$ cat src/rtl/joypad_scanner.sv
// NES-style serial pad scanner: periodic latch/shift, debounce, direction masking, group-select oP word.
// Latency: oButtons one cycle after the scan's last bit; oP one cycle after oButtons.
// Backpressure: none; the pad is polled free-running and outputs are always valid.
module joypad_scanner #(
    parameter int CLK_DIV     = 6,
    parameter int SCAN_PERIOD = 1024,
    parameter int DEB_SCANS   = 2,
    parameter int ALT_CYCLES  = 64
) (
    input  logic       Clock,
    input  logic       Reset,
    input  logic       iPadData,
    output logic       oPadLatch,
    output logic       oPadClk,
    output logic [7:0] oButtons,
    output logic       oValid,
    output logic [5:0] oP
);
    localparam int PW = $clog2(2 * CLK_DIV + 1);
    localparam int TW = $clog2(SCAN_PERIOD + 1);
    localparam int AW = $clog2(ALT_CYCLES + 1);
    localparam logic [PW-1:0] PHASE_LAST = PW'(2 * CLK_DIV - 1);
    localparam logic [PW-1:0] PHASE_HIGH = PW'(CLK_DIV);
    localparam logic [TW-1:0] TMR_LAST   = TW'(SCAN_PERIOD - 1);
    localparam logic [AW-1:0] ALT_LAST   = AW'(ALT_CYCLES - 1);
    localparam logic [3:0]    DEB_MAX    = 4'(DEB_SCANS);

    typedef enum logic [1:0] {
        sIdle,
        sLatch,
        sShift,
        sDone
    } state_t;

    state_t        state;
    state_t        stateNext;
    logic [PW-1:0] phase;
    logic [PW-1:0] phaseNext;
    logic [2:0]    bitIdx;
    logic [2:0]    bitIdxNext;
    logic          sampleNow;
    logic [TW-1:0] scanTmr;
    logic          latchNext;
    logic          padClkNext;

    logic [7:0]    raw;
    logic [7:0]    prevRaw;
    logic [3:0]    matchCnt;
    logic [3:0]    matchNext;

    logic [3:0]    actGrp;
    logic [3:0]    dirGrp;
    logic          bothActive;
    logic [5:0]    pNext;
    logic [AW-1:0] altCnt;
    logic          showDir;

    // ---------------- scan FSM: state register ----------------
    always_ff @(posedge Clock) begin
        if (Reset) begin
            state   <= sIdle;
            phase   <= '0;
            bitIdx  <= '0;
            scanTmr <= '0;
            raw     <= '0;
        end else begin
            state   <= stateNext;
            phase   <= phaseNext;
            bitIdx  <= bitIdxNext;
            // Free-running period timer; zero marks a scan start, so the first scan follows reset at once.
            scanTmr <= (scanTmr == TMR_LAST) ? '0 : scanTmr + 1'b1;
            if (sampleNow) begin
                raw[bitIdx] <= ~iPadData;
            end
        end
    end

    // ---------------- scan FSM: next state ----------------
    always_comb begin
        stateNext  = state;
        phaseNext  = phase;
        bitIdxNext = bitIdx;
        sampleNow  = 1'b0;
        case (state)
            sIdle: begin
                if (scanTmr == '0) begin
                    stateNext  = sLatch;
                    phaseNext  = '0;
                    bitIdxNext = 3'd0;
                end
            end
            sLatch: begin
                if (phase == PHASE_LAST) begin
                    sampleNow  = 1'b1;
                    stateNext  = sShift;
                    phaseNext  = '0;
                    bitIdxNext = 3'd1;
                end else begin
                    phaseNext = phase + 1'b1;
                end
            end
            sShift: begin
                if (phase == PHASE_LAST) begin
                    sampleNow = 1'b1;
                    phaseNext = '0;
                    if (bitIdx == 3'd7) begin
                        stateNext = sDone;
                    end else begin
                        bitIdxNext = bitIdx + 3'd1;
                    end
                end else begin
                    phaseNext = phase + 1'b1;
                end
            end
            sDone: begin
                stateNext = sIdle;
            end
            default: begin
                stateNext = sIdle;
            end
        endcase
    end

    // ---------------- scan FSM: outputs (registered from next state) ----------------
    always_comb begin
        latchNext  = (stateNext == sLatch);
        padClkNext = (stateNext == sShift) && (phaseNext < PHASE_HIGH);
    end

    always_ff @(posedge Clock) begin
        if (Reset) begin
            oPadLatch <= 1'b0;
            oPadClk   <= 1'b0;
        end else begin
            oPadLatch <= latchNext;
            oPadClk   <= padClkNext;
        end
    end

    // ---------------- debounce ----------------
    always_comb begin
        matchNext = matchCnt;
        if (raw == prevRaw) begin
            if (matchCnt < DEB_MAX) begin
                matchNext = matchCnt + 4'd1;
            end
        end else begin
            matchNext = 4'd1;
        end
    end

    always_ff @(posedge Clock) begin
        if (Reset) begin
            prevRaw  <= '0;
            matchCnt <= '0;
            oButtons <= '0;
            oValid   <= 1'b0;
        end else begin
            oValid <= 1'b0;
            if (state == sDone) begin
                prevRaw  <= raw;
                matchCnt <= matchNext;
                if ((matchNext == DEB_MAX) && (raw != oButtons)) begin
                    oButtons <= raw;
                    oValid   <= 1'b1;
                end
            end
        end
    end

    // ---------------- group-select word ----------------
    // Opposing directions cancel on oP only; oButtons keeps the raw debounced state.
    always_comb begin
        actGrp     = oButtons[3:0];
        dirGrp     = {oButtons[5] & ~oButtons[4],
                      oButtons[4] & ~oButtons[5],
                      oButtons[6] & ~oButtons[7],
                      oButtons[7] & ~oButtons[6]};
        bothActive = (|actGrp) && (|dirGrp);
        pNext      = 6'b111111;
        if (bothActive) begin
            pNext = showDir ? {2'b01, ~dirGrp} : {2'b10, ~actGrp};
        end else if (|actGrp) begin
            pNext = {2'b10, ~actGrp};
        end else if (|dirGrp) begin
            pNext = {2'b01, ~dirGrp};
        end
    end

    always_ff @(posedge Clock) begin
        if (Reset) begin
            oP      <= 6'b111111;
            altCnt  <= '0;
            showDir <= 1'b0;
        end else begin
            oP <= pNext;
            if (bothActive) begin
                if (altCnt == ALT_LAST) begin
                    altCnt  <= '0;
                    showDir <= ~showDir;
                end else begin
                    altCnt <= altCnt + 1'b1;
                end
            end else begin
                altCnt  <= '0;
                showDir <= 1'b0;
            end
        end
    end

endmodule

$ cat config.mk
export PLATFORM = sky130hd
export DESIGN_NAME = joypad_scanner
export DESIGN_NICKNAME = d
export VERILOG_FILES = /design/src/rtl/joypad_scanner.sv
export SDC_FILE = /design/constraint.sdc
export NUM_CORES = 1
export LEC_CHECK = 0
export ABC_AREA = 1
export BUFFER_PORTS_ARGS = -buffer_cell sky130_fd_sc_hd__buf_2
export CORE_MARGIN = 5
export CORE_UTILIZATION = 24
export DETAILED_ROUTE_END_ITERATION = 8
export HOLD_SLACK_MARGIN = 0.08
export PLACE_DENSITY = 0.42
export SLEW_MARGIN = 20
export SYNTH_ARGS = -nofsm -noshare
export SYNTH_HDL_FRONTEND = slang
export SYNTH_SLANG_ARGS = --single-unit
$ cat constraint.sdc
create_clock -name Clock -period 1.6 [get_ports Clock]
set_input_delay 0.08 -clock Clock [delete_from_list [all_inputs] [get_ports Clock]]
set_output_delay 0.08 -clock Clock [all_outputs]
set_load 0.03 [all_outputs]
After elaboration in Yosys (flattened, before gate mapping)
Cells that the tools add are included.
Operators by class
  muxes and demuxes: 25
  $add $sub $neg: 5
  reductions and logical operators: 16
  order comparisons: 4
  eq/ne operators: 16
  bitwise gates (word level): 14
Operators by type and width (count)
  6-bit two-way mux: 4
  4-bit two-way mux: 4
  3-bit two-way mux: 4
  11-bit by 1-bit adder with 11-bit output (second input constant): 1
  11-bit by 10-bit == test with 1-bit output (second input constant): 1
  11-bit zero test: 1
  3-bit one-hot mux with 3 select lines: 1
  4-bit by 1-bit adder with 4-bit output (second input constant): 2
  8-bit bitwise mux: 1
  8-bit == test: 1
  2-bit two-way mux: 4
  2-bit inequality test (second input constant): 4
  8-bit inequality test: 1
  1-bit inverter: 8
  4-bit inverter: 2
  2-bit one-hot mux with 4 select lines: 1
  4-bit one-hot mux with 2 select lines: 1
  2-bit OR reduction: 4
  4-bit OR reduction: 2
  7-bit by 1-bit adder with 7-bit output (second input constant): 1
  7-bit by 6-bit == test with 1-bit output (second input constant): 1
  2-bit == test (second input constant): 3
  5-bit AND reduction: 1
  1-bit bitwise AND: 4
  other kinds (16): 23
Storage, ports and cells
  register bits: 65
  input bits: 3

Logic depth before layout (Yosys ltp)
  depth in word-level cells: 6
  depth in mapped cells: 13
  gate-level depth less buffers: 12

Worst setup path before layout
No wires, ideal clock.
  kind: reg2reg
  start: reg oButtons[6]
  end: reg altCnt[2]
  path buffers: 0
  library setup time: 0.080 ns
  data required time: 1.520 ns
  slack: -0.208 ns
  arrival time: 1.728 ns
  stages on the path, launching flop included: 10
  clock period less this slack: 1.808 ns
  path through: dfxtp_1 -> inv_1 -> ha_1 -> nand2_1 -> inv_1 -> nor2_4 -> inv_1 -> nor2_4 -> nand2_1 -> nor3b_1
On the way
  longest elaborated chain between the ends: 6
RTL lines
  start: declaration: RTL line 15  | output logic [7:0] oButtons,
  start signal: assignment: RTL line 164  | oButtons <= raw;
  1-bit inverter: RTL line 178  | oButtons[7] & ~oButtons[6]};
  1-bit bitwise AND: RTL line 178
  4-bit OR reduction (*): RTL line 179  | bothActive = (|actGrp) && (|dirGrp);
  1-bit logical AND (*): RTL line 179
  1-bit inverter (no line) (*)
  3-bit OR reduction (no line) (*)
  end signal: assignment: RTL line 202  | altCnt <= altCnt + 1'b1;
  end: declaration: RTL line 55  | logic [AW-1:0] altCnt;
Mark *: on every way between the ends. The rest lies on a longest branch, timed or not.
A chain may end at the register's enable or synchronous reset.

Worst setup path in the final report
  start: reg state[1]
  end: reg raw[5]
On the way
  longest elaborated chain between the ends: 3
RTL lines
  start: declaration: RTL line 35  | state_t state;
  start signal: assignment: RTL line 61  | state <= sIdle;
  start signal: assignment: RTL line 67  | state <= stateNext;
  2-bit == test or 2-bit by 1-bit == test with 1-bit output (tied branches): RTL line 84  | case (state)
  2-bit OR reduction (no line) (*)
  1-bit two-way mux (*)
  end signal: indexed assignment: RTL line 73  | raw[bitIdx] <= ~iPadData;
  end: declaration: RTL line 46  | logic [7:0] raw;
Marked as above.

==> qor.csv <==
stage,metric,value,unit
synth,Mapped Cells,479,
cts,worst skew pair latency,330,ps
die,# rows,43,
synth,warning count from the yosys run,0,
hold_path,Worst Hold Path Cells,4,
final_layout,layout cells sized above 1,22.7,%
setup_path,"critical path, cell by cell",inv_1 -> ha_4 -> inv_1 -> nor2_2 -> nand2_2 -> nor2_1 -> o21ai_0 -> a21oi_1,
die,Starting Density,24.2,%
setup_path,Worst Path Max Fanout,4,
grt,GRT Total Usage,10.1,%
power,NetSw,921,uW
setup_path,Setup crit start kind,flip-flop,
final_layout,Antenna diodes,0,
placement,DP Worst Slack,10.4,ps
setup_path,crit-path most repeated cell,inv_1,
detailed_routing,DR DRC count,0,
die,number of I/O pins,20,
setup_path,reg2reg end,raw[5],
power,Switching Share,21.3,%
grt,first-pass GRT wire length,13100,um
setup_path,Setup CP Type,flip-flop to flip-flop,
hold_path,min-delay src,Reset,
final_layout,finished layout cell area,0.00437,mm^2
timing,Clock Skews,7.00,ps
synth,mean post-synth cell area,6.95,um^2
detailed_routing,detailed-route wire length,7850,um
die,Die W,128,um
grt,grt ovf,0,
placement,IO Port Bufs,19,
cts,clk root buf,clkbuf_16,
power,Reg power frac,39.0,%
detailed_routing,Initial DRC Count,122,
power,Cell Int Power,3.40,mW
cts,Longest Clk Path Bufs,2,
timing,worst setup margin,101,ps
die,Die H,128,um
grt,largest net degree at the start of global routing,36,
cts,CTS tree,yes,
setup_path,largest stage delay on the critical path,370,ps
placement,global placement routability congestion,0.773,
synth,post-synthesis sequential area ratio,39.1,%
synth,syn_nets,502,
power,Clk network pwr share,53.7,%
synth,Synth Cell Area,0.00333,mm^2
detailed_routing,Via density,4.12,
job,max_cap viols,0,
synth,#FFs+latches synth,65,
final_layout,fillers,1473,
status,outcome,finished clean,
detailed_routing,WL/cell,10.9,um
detailed_routing,DR vias,2961,
setup_path,r2r setup slk,100,ps
timing,final worst path period share,93.7,%
hold_path,Hold EP,state[1],
detailed_routing,drt first pass iters,4,
grt,initial antenna violation count,0,
power,Pwr Density,987,mW/mm^2
power,"IR drop worst, VDD",512,uV
placement,Placed Area,0.00384,mm^2
timing,fin. max-slew vios,0,
grt,vias in the first global route,2806,
final_layout,Area Growth Syn to Fin,31.4,%
timing,Slew HR,84.6,%
setup_path,CP startpoint,state[1],
timing,Fmax,0.667,GHz
setup_path,CP arrival,1760,ps
setup_path,reg2reg start,state[1],
cts,CTS sink count,65,
setup_path,CP bufs+invs,2,
cts,Clock transition at path regs,50,ps
final_layout,fin nets,556,
setup_path,CP max stage cell,dfxtp_2,
setup_path,Crit. End Element,flip-flop,
die,Core ar.,0.0137,mm^2
placement,HPWL after detailed placement,5740,um
setup_path,family with the most delay on the worst path,simple AND/OR/NAND/NOR gates,
timing,min Tclk post-route,1500,ps
power,Logic pwr share,7.3,%
power,leakage,2.01,nW
detailed_routing,post-route ant nets,0,
synth,Yosys cell types,32,
timing,Final Hold Vio Count,0,
cts,Inserted Clock Buffers,9,
timing,Slew @ Worst Pin,230,ps
die,area of the die,0.0163,mm^2
timing,RSZ-0062 raised after global routing,yes,
timing,# setup viols final,0,
setup_path,worst r2r path cells,8,
setup_path,WP data required,1860,ps
cts,htree depth,3,
hold_path,worst hold path type,input pin to flip-flop,
[metal layers]
metal  wire (um)  GRT usage (%)  vias up
li1            -              -     1611
met1        3870           12.8     1303
met2        3510           15.4       32
met3         258           2.63       15
met4         213           5.93        0
met5           0              0        -
[cells by family after synthesis]
logic type,Yosys count,synth area share [%]
xor gates and xnor gates,12,3.39
adders and majority gates,20,7.52
and+or+nand+nor,238,30.0
AOI/OAI and AO/OA,66,10.5
buffers and inverters,78,9.48
DFF,65,39.1
[cells in the mapped netlist (all sizes together)]
master	count	area (um^2)
nand3	26	130
a31oi	1	6.26
xnor2	9	86.3
and2	1	6.26
dfxtp	65	1300
nor3b	2	15.0
xor2	3	26.3
nor3	6	30.0
a21oi	28	140
ha	20	250
nand2	117	454
o21ai	30	150
clkinv	3	11.3
o21a	1	7.51
a211oi	1	7.51
a21o	1	7.51
o211ai	3	22.5
inv	66	248
and3	1	6.26
nor2	82	338
clkbuf	5	18.8
buf	4	37.5
a21boi	1	7.51
nand4	1	6.26
or2	2	12.5
[metrics by stage]
step,util (%),std cells,total power [mW],hold WS [ps],setup TNS [ps]
6_report,31.9,718,4.32,104,0
5_1_grt,31.9,718,4.50,132,-238
3_5_place_dp,28.0,698,2.01,400,0
2_1_floorplan,-,479,1.88,239,0
3_3_place_gp,28.0,698,2.01,404,0
4_1_cts,30.7,715,4.38,94.9,-2.89
[power by group through the flow]
| stage | combinational, mW | sequential, mW | clock (mW) |
|---|---|---|---|
| floorplan | 0.166 | 1.72 | 0 |
| global placement | 0.297 | 1.71 | 0 |
| detailed placement | 0.295 | 1.71 | 0 |
| global route | 0.360 | 1.69 | 2.45 |
| finish | 0.315 | 1.69 | 2.32 |
| CTS | 0.298 | 1.68 | 2.40 |
[placed cells by master, fill, tap and decap left out, types with 4 or more instances in the layout]
cell type	synthesis	final
dfxtp_2	0	13
nor2_1	76	68
buf_4	0	29
inv_1	64	59
buf_2	0	19
nand2_2	3	8
xnor2_1	8	8
clkbuf_16	0	9
nand2_1	113	107
a21oi_1	28	27
dfxtp_1	65	50
nand3_1	26	25
o21ai_0	30	27
nor2_2	3	10
nor2_4	3	4
ha_4	0	4
inv_2	2	7
nor3_1	6	5
ha_1	20	15
[area by class of cell]
class | count | area [um^2] | area share (%)
clock inverter | 4 | 98.8 | 2.26
sequential | 65 | 1330 | 30.3
tap | 180 | 225 | 5.15
clock buffer | 12 | 256 | 5.87
multi-input combinational | 337 | 1850 | 42.2
inverter | 69 | 259 | 5.92
timing repair buffer | 51 | 363 | 8.30
[sequential cells by signal, summed over array words and instances, names as in the netlist]
name       flops
scanTmr       11
oButtons       8
prevRaw        8
raw            8
altCnt         7
oP             6
matchCnt       4
phase          4
bitIdx         3
state          2
oPadClk        1
oPadLatch      1
oValid         1
showDir        1
[worst register-to-register path, delay by kind of cell, from the launching register on]
kind / cells / cell delay [ps]
simple gates: 3 / 400
flops: 1 / 370
fa+ha+maj: 1 / 290
compound gates: 2 / 200
buf+inv: 2 / 160
[worst max path at each step]
| stage | to | slack, ps | cells past startpoint |
|---|---|---|---|
| after floorplan | altCnt[2] | 9 | 9 |
| after global placement | oPadClk | 50 | 10 |
| after detailed placement | oButtons[0] | 10 | 8 |
| after CTS | raw[5] | -3 | 8 |
| after global routing | oButtons[6] | -40 | 11 |
| final | raw[5] | 100 | 8 |
[repair_timing]
action	in CTS	in global routing
pin swaps	0	12
hold buffers	1	0
hold endpoints to repair	7	0
resized for setup	0	49
cloned	0	1
setup buffers	0	2
setup endpoints to repair	1	35
Power figures use the tool's default switching activity.
